<file path="src/rtl/spi_pkg.sv">
// spi_pkg: shared constants for the peripheral_spi SPI master.
// Holds the register offsets, STATUS/CTRL bit positions, the FSM state
// encoding and the SoC chip-select decode value.
package spi_pkg;

   // Register offsets (byte addresses on j1_io_addr[3:0], always even)
   localparam logic [3:0] ADDR_TXDATA = 4'h0;
   localparam logic [3:0] ADDR_RXDATA = 4'h2;
   localparam logic [3:0] ADDR_STATUS = 4'h4;
   localparam logic [3:0] ADDR_CLKDIV = 4'h6;
   localparam logic [3:0] ADDR_CTRL   = 4'h8;

   // STATUS register bit positions
   localparam int STAT_BUSY     = 0;
   localparam int STAT_TX_FULL  = 1;
   localparam int STAT_TX_EMPTY = 2;
   localparam int STAT_RX_EMPTY = 3;
   localparam int STAT_RX_FULL  = 4;
   localparam int STAT_RX_OVF   = 5;
   localparam int STAT_TX_OVF   = 6;

   // CTRL register bit positions
   localparam int CTRL_SS   = 0;
   localparam int CTRL_LOOP = 1;

   // Value of j1_io_addr[15:8] that selects this peripheral in j1soc
   localparam logic [7:0] SPI_CS_DECODE = 8'h72;

   // Transfer sequencer states
   typedef enum logic [1:0] {
      ST_IDLE  = 2'd0,
      ST_LOAD  = 2'd1,
      ST_SHIFT = 2'd2,
      ST_DONE  = 2'd3
   } spi_state_e;

endpackage

</file>
<file path="src/rtl/spi_fifo.sv">
// spi_fifo: small synchronous FIFO used for the SPI TX and RX byte queues.
// dout always shows the head entry; it is only meaningful when empty=0.
// A push into a full FIFO is accepted only if a pop happens in the same cycle.
module spi_fifo #(
   parameter int WIDTH = 8,
   parameter int DEPTH = 4
) (
   input  logic             clk,
   input  logic             rst,
   input  logic             push,
   input  logic             pop,
   input  logic [WIDTH-1:0] din,
   output logic [WIDTH-1:0] dout,
   output logic             full,
   output logic             empty
);

   localparam int            AW       = $clog2(DEPTH);
   localparam logic [AW:0]   CNT_FULL = (AW+1)'(DEPTH);
   localparam logic [AW:0]   CNT_ONE  = (AW+1)'(1);
   localparam logic [AW-1:0] PTR_ONE  = AW'(1);

   logic [WIDTH-1:0] mem_q [DEPTH];
   logic [AW-1:0]    wr_ptr_q, wr_ptr_d;
   logic [AW-1:0]    rd_ptr_q, rd_ptr_d;
   logic [AW:0]      count_q, count_d;
   logic             do_push, do_pop;

   assign empty   = (count_q == '0);
   assign full    = (count_q == CNT_FULL);
   assign do_pop  = pop & ~empty;
   assign do_push = push & (~full | do_pop);
   assign dout    = mem_q[rd_ptr_q];

   // Next pointer and occupancy values
   always_comb begin
      wr_ptr_d = wr_ptr_q;
      rd_ptr_d = rd_ptr_q;
      count_d  = count_q;
      if (do_push) wr_ptr_d = wr_ptr_q + PTR_ONE;
      if (do_pop)  rd_ptr_d = rd_ptr_q + PTR_ONE;
      case ({do_push, do_pop})
         2'b10:   count_d = count_q + CNT_ONE;
         2'b01:   count_d = count_q - CNT_ONE;
         default: count_d = count_q;
      endcase
   end

   // Pointer and occupancy registers
   always_ff @(posedge clk) begin
      if (!rst) begin
         wr_ptr_q <= '0;
         rd_ptr_q <= '0;
         count_q  <= '0;
      end else begin
         wr_ptr_q <= wr_ptr_d;
         rd_ptr_q <= rd_ptr_d;
         count_q  <= count_d;
      end
   end

   // Storage array; contents need no reset because occupancy gates their use
   always_ff @(posedge clk) begin
      if (do_push) mem_q[wr_ptr_q] <= din;
   end

endmodule

</file>
<file path="src/rtl/peripheral_spi.sv">
// peripheral_spi: memory-mapped SPI master (Mode 0, MSB first, 8-bit) on
// the J1 I/O bus, with TX/RX FIFOs, programmable SCK divider and a
// software-driven slave select.
// Optional build macro: SPI_LOOPBACK_EN adds CTRL bit1 internal loopback.
//
// Bus protocol: rd and wr are single-cycle strobes qualified by cs. A write
// is consumed on the clk edge where cs&wr=1; read data on d_out is
// combinational while cs&rd=1 and any read side effect (RX pop, clearing
// the sticky overflow flags) happens on the clk edge where cs&rd=1.
// There is no back-pressure: every access completes in its own cycle.
module peripheral_spi
   import spi_pkg::*;
#(
   parameter int          FIFO_DEPTH = 4,
   parameter logic [15:0] DIV_RESET  = 16'd4
) (
   input  logic        clk,
   input  logic        rst,
   input  logic [15:0] d_in,
   input  logic        cs,
   input  logic [3:0]  addr,
   input  logic        rd,
   input  logic        wr,
   output logic [15:0] d_out,
   output logic        sck,
   output logic        mosi,
   input  logic        miso,
   output logic        ss_n,
   output spi_state_e  dbg_state
);

   // Bus decode
   logic bus_rd, bus_wr;
   logic stat_rd;

   // FIFO interfaces
   logic       tx_push, tx_pop, tx_full, tx_empty;
   logic [7:0] tx_head;
   logic       rx_push, rx_pop, rx_full, rx_empty;
   logic [7:0] rx_head;
   logic       tx_drop, rx_drop;

   // Transfer engine state
   spi_state_e  state_q, state_d;
   logic [7:0]  tx_sh_q, tx_sh_d;
   logic [7:0]  rx_sh_q, rx_sh_d;
   logic [15:0] div_val_q, div_val_d;
   logic [15:0] div_cnt_q, div_cnt_d;
   logic [3:0]  bit_cnt_q, bit_cnt_d;
   logic        sck_q, sck_d;
   logic        mosi_q, mosi_d;

   // Software-visible registers
   logic [15:0] clkdiv_q, clkdiv_d;
   logic        ss_q, ss_d;
   logic        rx_ovf_q, rx_ovf_d;
   logic        tx_ovf_q, tx_ovf_d;

   logic        busy;
   logic        loop_en;
   logic        sample_in;
   logic [15:0] status;

   assign bus_rd  = cs & rd;
   assign bus_wr  = cs & wr;
   assign stat_rd = bus_rd && (addr == ADDR_STATUS);

   assign tx_push = bus_wr && (addr == ADDR_TXDATA);
   assign tx_pop  = (state_q == ST_LOAD);
   assign rx_push = (state_q == ST_DONE);
   assign rx_pop  = bus_rd && (addr == ADDR_RXDATA);

   // A drop only happens when the FIFO is full and no pop frees a slot
   assign tx_drop = tx_push & tx_full & ~tx_pop;
   assign rx_drop = rx_push & rx_full & ~rx_pop;

   spi_fifo #(
      .WIDTH (8),
      .DEPTH (FIFO_DEPTH)
   ) u_tx_fifo (
      .clk   (clk),
      .rst   (rst),
      .push  (tx_push),
      .pop   (tx_pop),
      .din   (d_in[7:0]),
      .dout  (tx_head),
      .full  (tx_full),
      .empty (tx_empty)
   );

   spi_fifo #(
      .WIDTH (8),
      .DEPTH (FIFO_DEPTH)
   ) u_rx_fifo (
      .clk   (clk),
      .rst   (rst),
      .push  (rx_push),
      .pop   (rx_pop),
      .din   (rx_sh_q),
      .dout  (rx_head),
      .full  (rx_full),
      .empty (rx_empty)
   );

`ifdef SPI_LOOPBACK_EN
   logic loop_q;

   // Loopback enable bit of CTRL
   always_ff @(posedge clk) begin
      if (!rst) begin
         loop_q <= 1'b0;
      end else if (bus_wr && (addr == ADDR_CTRL)) begin
         loop_q <= d_in[CTRL_LOOP];
      end
   end

   assign loop_en = loop_q;
`else
   assign loop_en = 1'b0;
`endif

   // In loopback the engine hears its own mosi; the pin keeps toggling
   assign sample_in = loop_en ? mosi_q : miso;

   assign busy = (state_q != ST_IDLE) | ~tx_empty;

   // Software register next-state: CLKDIV, CTRL.ss and sticky overflow flags
   always_comb begin
      clkdiv_d = clkdiv_q;
      ss_d     = ss_q;
      if (bus_wr && (addr == ADDR_CLKDIV)) clkdiv_d = d_in;
      if (bus_wr && (addr == ADDR_CTRL))   ss_d     = d_in[CTRL_SS];
      // A new overflow in the same cycle as a STATUS read must not be lost
      rx_ovf_d = (rx_ovf_q & ~stat_rd) | rx_drop;
      tx_ovf_d = (tx_ovf_q & ~stat_rd) | tx_drop;
   end

   // Software register state
   always_ff @(posedge clk) begin
      if (!rst) begin
         clkdiv_q <= DIV_RESET;
         ss_q     <= 1'b1;
         rx_ovf_q <= 1'b0;
         tx_ovf_q <= 1'b0;
      end else begin
         clkdiv_q <= clkdiv_d;
         ss_q     <= ss_d;
         rx_ovf_q <= rx_ovf_d;
         tx_ovf_q <= tx_ovf_d;
      end
   end

   // Transfer sequencer: next state and shift datapath
   always_comb begin
      state_d   = state_q;
      tx_sh_d   = tx_sh_q;
      rx_sh_d   = rx_sh_q;
      div_val_d = div_val_q;
      div_cnt_d = div_cnt_q;
      bit_cnt_d = bit_cnt_q;
      sck_d     = sck_q;
      mosi_d    = mosi_q;
      case (state_q)
         ST_IDLE: begin
            if (!tx_empty) state_d = ST_LOAD;
         end
         ST_LOAD: begin
            // CLKDIV is captured here so mid-byte writes wait for the next byte
            tx_sh_d   = tx_head;
            mosi_d    = tx_head[7];
            div_val_d = clkdiv_q;
            div_cnt_d = 16'd0;
            bit_cnt_d = 4'd0;
            sck_d     = 1'b0;
            state_d   = ST_SHIFT;
         end
         ST_SHIFT: begin
            if (div_cnt_q == div_val_q) begin
               div_cnt_d = 16'd0;
               sck_d     = ~sck_q;
               bit_cnt_d = bit_cnt_q + 4'd1;
               if (!sck_q) begin
                  // Rising edge: capture the incoming bit
                  rx_sh_d = {rx_sh_q[6:0], sample_in};
               end else begin
                  // Falling edge: advance to the next outgoing bit
                  tx_sh_d = {tx_sh_q[6:0], 1'b0};
                  mosi_d  = tx_sh_q[6];
               end
               if (bit_cnt_q == 4'd15) state_d = ST_DONE;
            end else begin
               div_cnt_d = div_cnt_q + 16'd1;
            end
         end
         ST_DONE: begin
            state_d = tx_empty ? ST_IDLE : ST_LOAD;
         end
         default: state_d = ST_IDLE;
      endcase
   end

   // Transfer sequencer registers; reset aborts any byte in flight
   always_ff @(posedge clk) begin
      if (!rst) begin
         state_q   <= ST_IDLE;
         tx_sh_q   <= 8'h00;
         rx_sh_q   <= 8'h00;
         div_val_q <= 16'h0000;
         div_cnt_q <= 16'h0000;
         bit_cnt_q <= 4'd0;
         sck_q     <= 1'b0;
         mosi_q    <= 1'b0;
      end else begin
         state_q   <= state_d;
         tx_sh_q   <= tx_sh_d;
         rx_sh_q   <= rx_sh_d;
         div_val_q <= div_val_d;
         div_cnt_q <= div_cnt_d;
         bit_cnt_q <= bit_cnt_d;
         sck_q     <= sck_d;
         mosi_q    <= mosi_d;
      end
   end

   // STATUS word assembly
   always_comb begin
      status                = 16'h0000;
      status[STAT_BUSY]     = busy;
      status[STAT_TX_FULL]  = tx_full;
      status[STAT_TX_EMPTY] = tx_empty;
      status[STAT_RX_EMPTY] = rx_empty;
      status[STAT_RX_FULL]  = rx_full;
      status[STAT_RX_OVF]   = rx_ovf_q;
      status[STAT_TX_OVF]   = tx_ovf_q;
   end

   // Read mux; idle bus reads as zero
   always_comb begin
      d_out = 16'h0000;
      if (bus_rd) begin
         case (addr)
            ADDR_RXDATA: d_out = rx_empty ? 16'h0000 : {8'h00, rx_head};
            ADDR_STATUS: d_out = status;
            ADDR_CLKDIV: d_out = clkdiv_q;
            ADDR_CTRL:   d_out = {14'h0000, loop_en, ss_q};
            default:     d_out = 16'h0000;
         endcase
      end
   end

   assign sck       = sck_q;
   assign mosi      = mosi_q;
   assign ss_n      = ss_q;
   assign dbg_state = state_q;

endmodule

</file>
<file path="config.mk">
export PLATFORM = sky130hd
export DESIGN_NAME = peripheral_spi
export DESIGN_NICKNAME = d
export VERILOG_FILES = /design/src/rtl/spi_pkg.sv /design/src/rtl/spi_fifo.sv /design/src/rtl/peripheral_spi.sv
export SDC_FILE = /design/constraint.sdc
export NUM_CORES = 1
export LEC_CHECK = 0
export CELL_PAD_IN_SITES_DETAIL_PLACEMENT = 1
export CELL_PAD_IN_SITES_GLOBAL_PLACEMENT = 1
export CORE_ASPECT_RATIO = 0.6
export CORE_MARGIN = 2
export CORE_UTILIZATION = 47
export CTS_CLUSTER_DIAMETER = 100
export DETAILED_ROUTE_END_ITERATION = 10
export PLACE_DENSITY = 0.86
export SLEW_MARGIN = 20
export SYNTH_ARGS = -nofsm -noshare
export SYNTH_HDL_FRONTEND = slang
export SYNTH_SLANG_ARGS = --single-unit
</file>
<file path="constraint.sdc">
create_clock -name clk -period 3.1 [get_ports clk]
set_clock_uncertainty 0.15 [all_clocks]
set_input_delay 0.62 -clock clk [delete_from_list [all_inputs] [get_ports clk]]
set_output_delay 0.62 -clock clk [all_outputs]
set_load 0.05 [all_outputs]
</file>
==> results.json, run 1 <==
{
  "drt-pass1-iter-count": 8,
  "ys_ff_latch": 156,
  "num_vias": 5253,
  "placed_area_um2": 7840,
  "power_density_nw_per_um2": 598,
  "synth_nets": 661,
  "worstReg2RegStart": "dbg_state[1]$_SDFFE_PN0P_",
  "n_antenna_cell": 0,
  "worstPathMaxFanout": 8,
  "grt_usage_pct": 26.7,
  "worstHoldPathType": "reg2reg",
  "async_flop_share_pct": 0,
  "antenna_found_initial": 0,
  "critPathRequiredTime_ns": 2.33,
  "rows": 34,
  "critPathCaptureType": "output pin",
  "portBuffers": 46,
  "drc": 0,
  "synth_enable_flop_cells": 64,
  "start_util_pct": 47.6,
  "critPathTopFamily": "simple AND/OR/NAND/NOR gates",
  "path_class": "in2out",
  "syn_avg_cell_area_um2": 11.1,
  "critPathArrivalTime_ns": 2.28,
  "ctsHoldBuffers": 0,
  "grt_start_max_net_pins": 58,
  "grt_pass1_vias": 5738,
  "outcome": "completed",
  "synth-main-ff-cell": "dfxtp_1",
  "drive_gt1_share_pct": 17.4,
  "crit_path_cell_trace": "dlygate4sd2_1 > or3b_4 > buf_6 > nor2_4 > a222oi_1 > nor2_4 > buf_12",
  "fin_area_um2": 8580,
  "path_clk_slew_ns": 0.06,
  "pwr-share-seq_pct": 43.4,
  "r2r_setup_slack_ns": 0.28,
  "r2r_end": "u_tx_fifo.count_q[1]$_SDFFE_PN0P_",
  "clkSinkCount": 156,
  "slew_headroom_pct": 37.9,
  "gp_routability_congestion": 0.896,
  "setup_viol_count_final": 0,
  "clk_latency_ns": 0.42,
  "slew_violations": 0,
  "fin_nets": 733,
  "finalNonFillerCells": 900,
  "finalCritPeriodShare_pct": 98.3,
  "rsz0062_at_grt": "false",
  "final_core_util_pct": 59.8,
  "period_needed_ns": 3.05,
  "viasPerCell": 5.84,
  "power_frac_comb_pct": 16.6,
  "ant_nets": 0,
  "dpl.hpwl_um": 13300,
  "ios": 47,
  "worst-r2r-cell-count": 8,
  "cts_htree_levels": 4,
  "cts_buffers": 17,
  "seq_area_frac_synth_pct": 55.1,
  "slowest_stage": "or3b_4",
  "worst-path-stages": 7,
  "syn_area_um2": 6830,
  "p_total_w": 0.00513,
  "critPathMaxStageDelay_ns": 0.43,
  "syn_inst": 617,
  "hold_path_startpoint": "clkdiv_q[15]$_SDFFE_PN0P_",
  "internal-power_w": 0.00359,
  "hold_violations": 0,
  "path_buf_inv": 3,
  "grt_pass1_wl_um": 32000,
  "cpMostUsedCell": "nor2_4",
  "drt-total-wl_um": 20100,
  "cts_tree": "built",
  "cts.path.max_buffers": 2,
  "startpoint_type": "input pin",
  "p_leak_nw": 2.97,
  "p_sw_w": 0.00154,
  "ys_types": 55,
  "synthToLayoutAreaGrowth_pct": 25.7,
  "cts-root-buf": "clkbuf_16",
  "worst_pin_slew_ns": 0.931,
  "die_x_um": 160,
  "cap_violations": 0,
  "avgRoutedWirePerCell_um": 22.3,
  "min_to": "clkdiv_q[15]$_SDFFE_PN0P_",
  "dp.cells": 865,
  "grt_overflow": 0,
  "dieArea_um2": 15500,
  "drtIter0Drc": 318,
  "clock_power_share_pct": 39.9,
  "whs_path_depth": 2,
  "setup_slack_ns": 0.0521,
  "switching_share_pct": 29.9,
  "core_um2": 14300,
  "die_y_um": 97.3,
  "peakVddDrop_v": 0.000424,
  "timing.fmax_mhz": 328,
  "dp_slack_ns": -0.380,
  "yosysWarnings": 0
}
## worst max path at each step
| stage | from | to | slack, ns |
|---|---|---|---|
| CTS | addr[3] | d_out[5] | 0.08 |
| floorplan | addr[0] | d_out[0] | 0.02 |
| detailed placement | addr[1] | d_out[13] | -0.38 |
| finish | addr[3] | d_out[5] | 0.05 |
| global placement | addr[1] | d_out[10] | -0.29 |
| global route | addr[3] | d_out[5] | 0.009 |
## placed cells by master, fill, tap and decap left out, drive strengths merged, types with 5 or more instances in the layout
master	netlist	routed
a211oi	9	9
clkdlybuf4s50	0	26
edfxtp	64	64
and3	9	9
nand2	52	52
a21oi	42	42
clkbuf	16	17
ha	16	16
a22oi	5	5
a31oi	6	6
nand4	6	6
nor2b	9	9
buf	13	52
o21ai	14	14
and2	15	15
nand3	19	19
xnor2	11	11
nor3	7	7
xor2	30	30
clkinv	1	5
mux4	9	9
o211ai	10	10
nor2	67	67
a2111oi	7	7
mux2i	28	28
inv	18	26
dfxtp	92	92
nor4	8	8
## per-layer routing
layer	vias to the layer above	wire, µm	GRT usage, %
met4	0	555	10.7
li1	2391	-	-
met1	2632	8550	33.4
met5	-	0	0
met2	182	9840	45.4
met3	48	1130	5.68
## metrics by stage
| step | setup TNS (ns) | hold slack, ns |
|---|---|---|
| floorplan | 0 | 0.294 |
| detailed placement | -5.12 | 0.329 |
| CTS | 0 | 0.338 |
| global placement | -3.44 | 0.320 |
| global route | 0 | 0.347 |
| finish | 0 | 0.337 |
## area by class of cell
type	count	area, µm²
clock buffers	17	425
clock inverters	15	150
fillers	1477	5760
inverters	19	71.3
multi-input cells	413	3010
flip-flops and latches	156	3760
well taps	198	248
repair buffers	82	910
## synthesized netlist by cell type, drive strengths merged, types with 2 or more instances
library cell	count	share of area (%)
a2111oi	7	0.90
a22oi	5	0.55
o311ai	2	0.51
a222oi	4	0.59
nand2	52	2.9
or3	4	0.37
o21ai	14	1.1
nor4	8	1.4
nand2b	2	0.18
nor2b	9	0.82
and3	9	0.82
nand4	6	0.55
mux4	9	3.0
nor4b	3	0.39
xor2	30	3.8
nor3	7	0.59
a31oi	6	0.55
a21oi	42	3.1
inv	18	0.99
a211oi	9	0.99
nand3	19	1.4
o211ai	10	1.1
fa	2	0.59
edfxtp	64	28
ha	16	2.9
xnor2	11	1.4
a41oi	4	0.51
buf	13	1.1
or4	2	0.22
dfxtp	92	27
clkbuf	16	0.88
mux2i	28	4.1
nor2	67	3.8
and2	15	1.4
o31a	2	0.26
## flip-flops by register name, indices dropped and copies added, names as in the netlist, 3 cells and up, named ones only
name	cells
u_rx_fifo.mem_q	32
u_tx_fifo.mem_q	32
clkdiv_q	16
div_cnt_q	16
div_val_q	16
rx_sh_q	8
tx_sh_q	7
bit_cnt_q	4
u_rx_fifo.count_q	3
u_tx_fifo.count_q	3
## kinds of logic after synthesis
family                     count (synthesis)  share of synthesized area (%)
adders and majority gates                 18                           3.52
xor gates and xnor gates                  41                           5.26
buffers and inverters                     48                           3.02
DFF                                      156                           55.1
and+or+nand+nor                          207                           15.2
muxes                                     37                           7.08
AOI/OAI and AO/OA                        110                           10.7
## power groups by stage
stage               Combinational (W)  Clock [W]  Sequential, W
global placement             0.000759          0        0.00226
detailed placement           0.000808          0        0.00227
finish                       0.000853    0.00205        0.00223
floorplan                    0.000498          0        0.00229
global route                 0.000907    0.00215        0.00223
CTS                          0.000836    0.00206        0.00223
## tightest hold or removal path: cells and delay by family (launching register included)
family / cells / cell delay [ns]
compound gates: 1 / 0.06
flops: 1 / 0.32
simple gates: 1 / 0.06
## timing repair
action                                  4_1_cts  5_1_grt
endpoints found under the setup margin       16        4
setup buffers                                 3        0
pin swaps                                     8        1
gates resized for setup                      29        2
Note: power is estimated with default switching activity, not from simulation.
==> inputs of run 2 (changes only) <==
--- a/config.mk
+++ b/config.mk
@@ -9,11 +9,12 @@
 export CELL_PAD_IN_SITES_GLOBAL_PLACEMENT = 1
 export CORE_ASPECT_RATIO = 0.6
 export CORE_MARGIN = 2
-export CORE_UTILIZATION = 47
+export CORE_UTILIZATION = 48
 export CTS_CLUSTER_DIAMETER = 100
 export DETAILED_ROUTE_END_ITERATION = 10
-export PLACE_DENSITY = 0.86
+export PLACE_DENSITY = 0.87
 export SLEW_MARGIN = 20
 export SYNTH_ARGS = -nofsm -noshare
 export SYNTH_HDL_FRONTEND = slang
+export SYNTH_HIERARCHICAL = 1
 export SYNTH_SLANG_ARGS = --single-unit
==> run 2 against run 1 <==
First-iteration DRC count is 17% lower. Critical path type unchanged. Sequential cell count stayed put. Largest cell class unchanged. Critical endpoint is now d_out[1]. Clock power down 3%. Via count shrank 1.3%. Global-route usage up 0.27 points. Setup slack improved by 0.057 ns. Combinational power down 34%. Total power fell by 7.4%. Sequential share of layout area down 0.61 points. Non-clock buffer count is 3 higher. Register-to-register slack gained 0.17 ns. Cell count is 0.78% lower.
==> results.json, run 2 <==
{
  "outcome": "completed",
  "layout_common_cells": "91 x dfxtp_1, 69 x nand2_1, 64 x edfxtp_1",
  "rsz0062_at_grt": "false",
  "r2r_setup_slack_ns": 0.45,
  "grt_start_max_net_pins": 45,
  "cts-root-buf": "clkbuf_16",
  "power_frac_comb_pct": 11.8,
  "pwr-share-seq_pct": 46.4,
  "p_sw_w": 0.00126,
  "startpoint_type": "input pin",
  "hold_ws_ns": 0.340,
  "min_to": "clkdiv_q[14]$_SDFFE_PN0P_",
  "worstPathMaxFanout": 5,
  "top_regs": "u_rx_fifo/mem_q (32), u_tx_fifo/mem_q (32)",
  "critPathArrivalTime_ns": 2.22,
  "p_leak_nw": 3.06,
  "grt_overflow": 0,
  "ys_types": 62,
  "seq_area_frac_synth_pct": 53.7,
  "core_um2": 14400,
  "cts.path.max_buffers": 2,
  "synth_enable_flop_cells": 64,
  "synthTopCellsByArea": "edfxtp_1 27%, dfxtp_1 26%, mux2i_1 5.4%, mux4_2 5.1%, nand2_1 3.7%",
  "die_x_um": 160,
  "die_y_um": 97.6,
  "cap_violations": 0,
  "cts_buffers": 17,
  "peakVddDrop_v": 0.000361,
  "clock_power_share_pct": 41.9,
  "worst_pin_slew_ns": 0.646,
  "grt.met2_usage_pct": 46.6,
  "worstReg2RegStart": "dbg_state[1]$_SDFFE_PN0P_",
  "met1_usage_pct": 33.2,
  "syn_inst": 607,
  "synth-main-ff-cell": "dfxtp_1",
  "drt-pass1-iter-count": 5,
  "internal-power_w": 0.00349,
  "gp_routability_congestion": 0.820,
  "slew_violations": 0,
  "drt-total-wl_um": 20200,
  "path_class": "in2out",
  "antenna_found_initial": 0,
  "dpl.hpwl_um": 13900,
  "final_common_cell": "dfxtp_1",
  "ys_ff_latch": 156,
  "worst-r2r-cell-count": 8,
  "drive_gt1_share_pct": 18.4,
  "cts_setup_buffers": 0,
  "dp.cells": 861,
  "grt-busiest-layer": "met2",
  "start_util_pct": 48.7,
  "async_flop_share_pct": 0,
  "rows": 34,
  "worstHoldPathType": "reg2reg",
  "setup_slack_ns": 0.109,
  "viasPerCell": 5.81,
  "avgRoutedWirePerCell_um": 22.6,
  "finalNonFillerCells": 893,
  "portBuffers": 46,
  "yosysWarnings": 6,
  "clkSinkCount": 156,
  "n_antenna_cell": 0,
  "grt_pass1_wl_um": 32100,
  "cts_tree": "built",
  "critPathCaptureType": "output pin",
  "r2r_end": "u_tx_fifo/count_q[1]$_SDFFE_PN0P_",
  "switching_share_pct": 26.6,
  "finalCritPeriodShare_pct": 96.5,
  "yosys-top-cells-count": "92 x dfxtp_1, 69 x nand2_1, 64 x edfxtp_1",
  "critPathRequiredTime_ns": 2.33,
  "synth_top_area_share_pct": 27.4,
  "clk_latency_ns": 0.43,
  "num_vias": 5185,
  "hold_path_startpoint": "clkdiv_q[14]$_SDFFE_PN0P_",
  "p_total_w": 0.00475,
  "cts_htree_levels": 4,
  "setup_viol_count_final": 0,
  "synth_most_common_cell": "dfxtp_1",
  "dp_slack_ns": -0.315,
  "ant_nets": 0,
  "timing.fmax_mhz": 334,
  "syn_area_um2": 7000,
  "power_density_nw_per_um2": 546,
  "drtIter0Drc": 264,
  "fin_nets": 726,
  "hold_violations": 0,
  "ios": 47,
  "synthToLayoutAreaGrowth_pct": 24.2,
  "drc": 0,
  "period_needed_ns": 2.99,
  "grt_usage_pct": 27.0,
  "synth_top_area_cell": "edfxtp_1",
  "path_clk_slew_ns": 0.06,
  "synth_nets": 651,
  "syn_avg_cell_area_um2": 11.5,
  "grtUsageMet3_pct": 5.46,
  "slew_headroom_pct": 56.9,
  "dieArea_um2": 15600,
  "grt_pass1_vias": 5690,
  "whs_path_depth": 2
}
[run 2: layout make-up]
type                       instances  area (µm²)
tap                              198         248
inverter                          19        71.3
clock buffer                      19         443
timing repair buffer              85        1010
fill                            1472        5680
sequential                       156        3760
multi-input combinational        403        3040
clock inverter                    13         118
[run 2: power groups by stage]
stage	clock network, W	registers (W)	logic (W)
2_1_floorplan	0	0.00226	0.000344
3_3_place_gp	0	0.00224	0.000504
3_5_place_dp	0	0.00225	0.000539
4_1_cts	0.00201	0.00220	0.000548
5_1_grt	0.00210	0.00221	0.000592
6_report	0.00199	0.00220	0.000559
[run 2: worst max-delay path by stage]
| stage | start | to | cells after the start |
|---|---|---|---|
| final | addr[1] | d_out[1] | 8 |
| after global routing | u_rx_fifo/count_q[1]$_SDFFE_PN0P_ | d_out[1] | 6 |
| after CTS | register | d_out[1] | 4 |
| after detailed placement | addr[1] | u_rx_fifo/count_q[2]$_SDFFE_PN0P_ | 12 |
| after global placement | addr[1] | u_rx_fifo/count_q[2]$_SDFFE_PN0P_ | 12 |
| after floorplan | addr[1] | d_out[0] | 4 |
[run 2: critical path, cell delays in order]
cell and delay [ns]:
dlygate4sd2_1 0.26, nor3b_4 0.17, buf_4 0.15, and2_4 0.17
buf_4 0.15, a222oi_1 0.41, nor2_2 0.12, buf_12 0.17
[run 2: what timing repair did]
item / 4_1_cts / 5_1_grt
endpoints found under the setup margin: 15 / 0
hold buffers: 0 / 0
gates resized for setup: 13 / 0
hold endpoints to repair: 0 / 0
[run 2: per-stage QoR]
stage | cell area, µm² | setup TNS (ns) | utilization (%)
floorplan | 7000 | 0 | -
global placement | 8110 | -1.19 | 56.4
detailed placement | 8110 | -2.41 | 56.4
CTS | 8690 | 0 | 60.5
global route | 8700 | 0 | 60.5
finish | 8700 | 0 | 60.5
[run 2: per-layer routing]
metal / vias up / wire length [µm]
met5: - / 0
met4: 0 / 676
met3: 52 / 937
met2: 150 / 10100
met1: 2639 / 8520
li1: 2344 / -
[run 2: kinds of logic after synthesis]
logic type	count (synthesis)	synth area share, %
and+or+nand+nor	212	15.8
AOI/OAI and AO/OA	82	8.63
adders and majority gates	18	3.43
buffers and inverters	48	3.22
muxes	54	10.6
DFF	156	53.7
xor gates and xnor gates	37	4.63
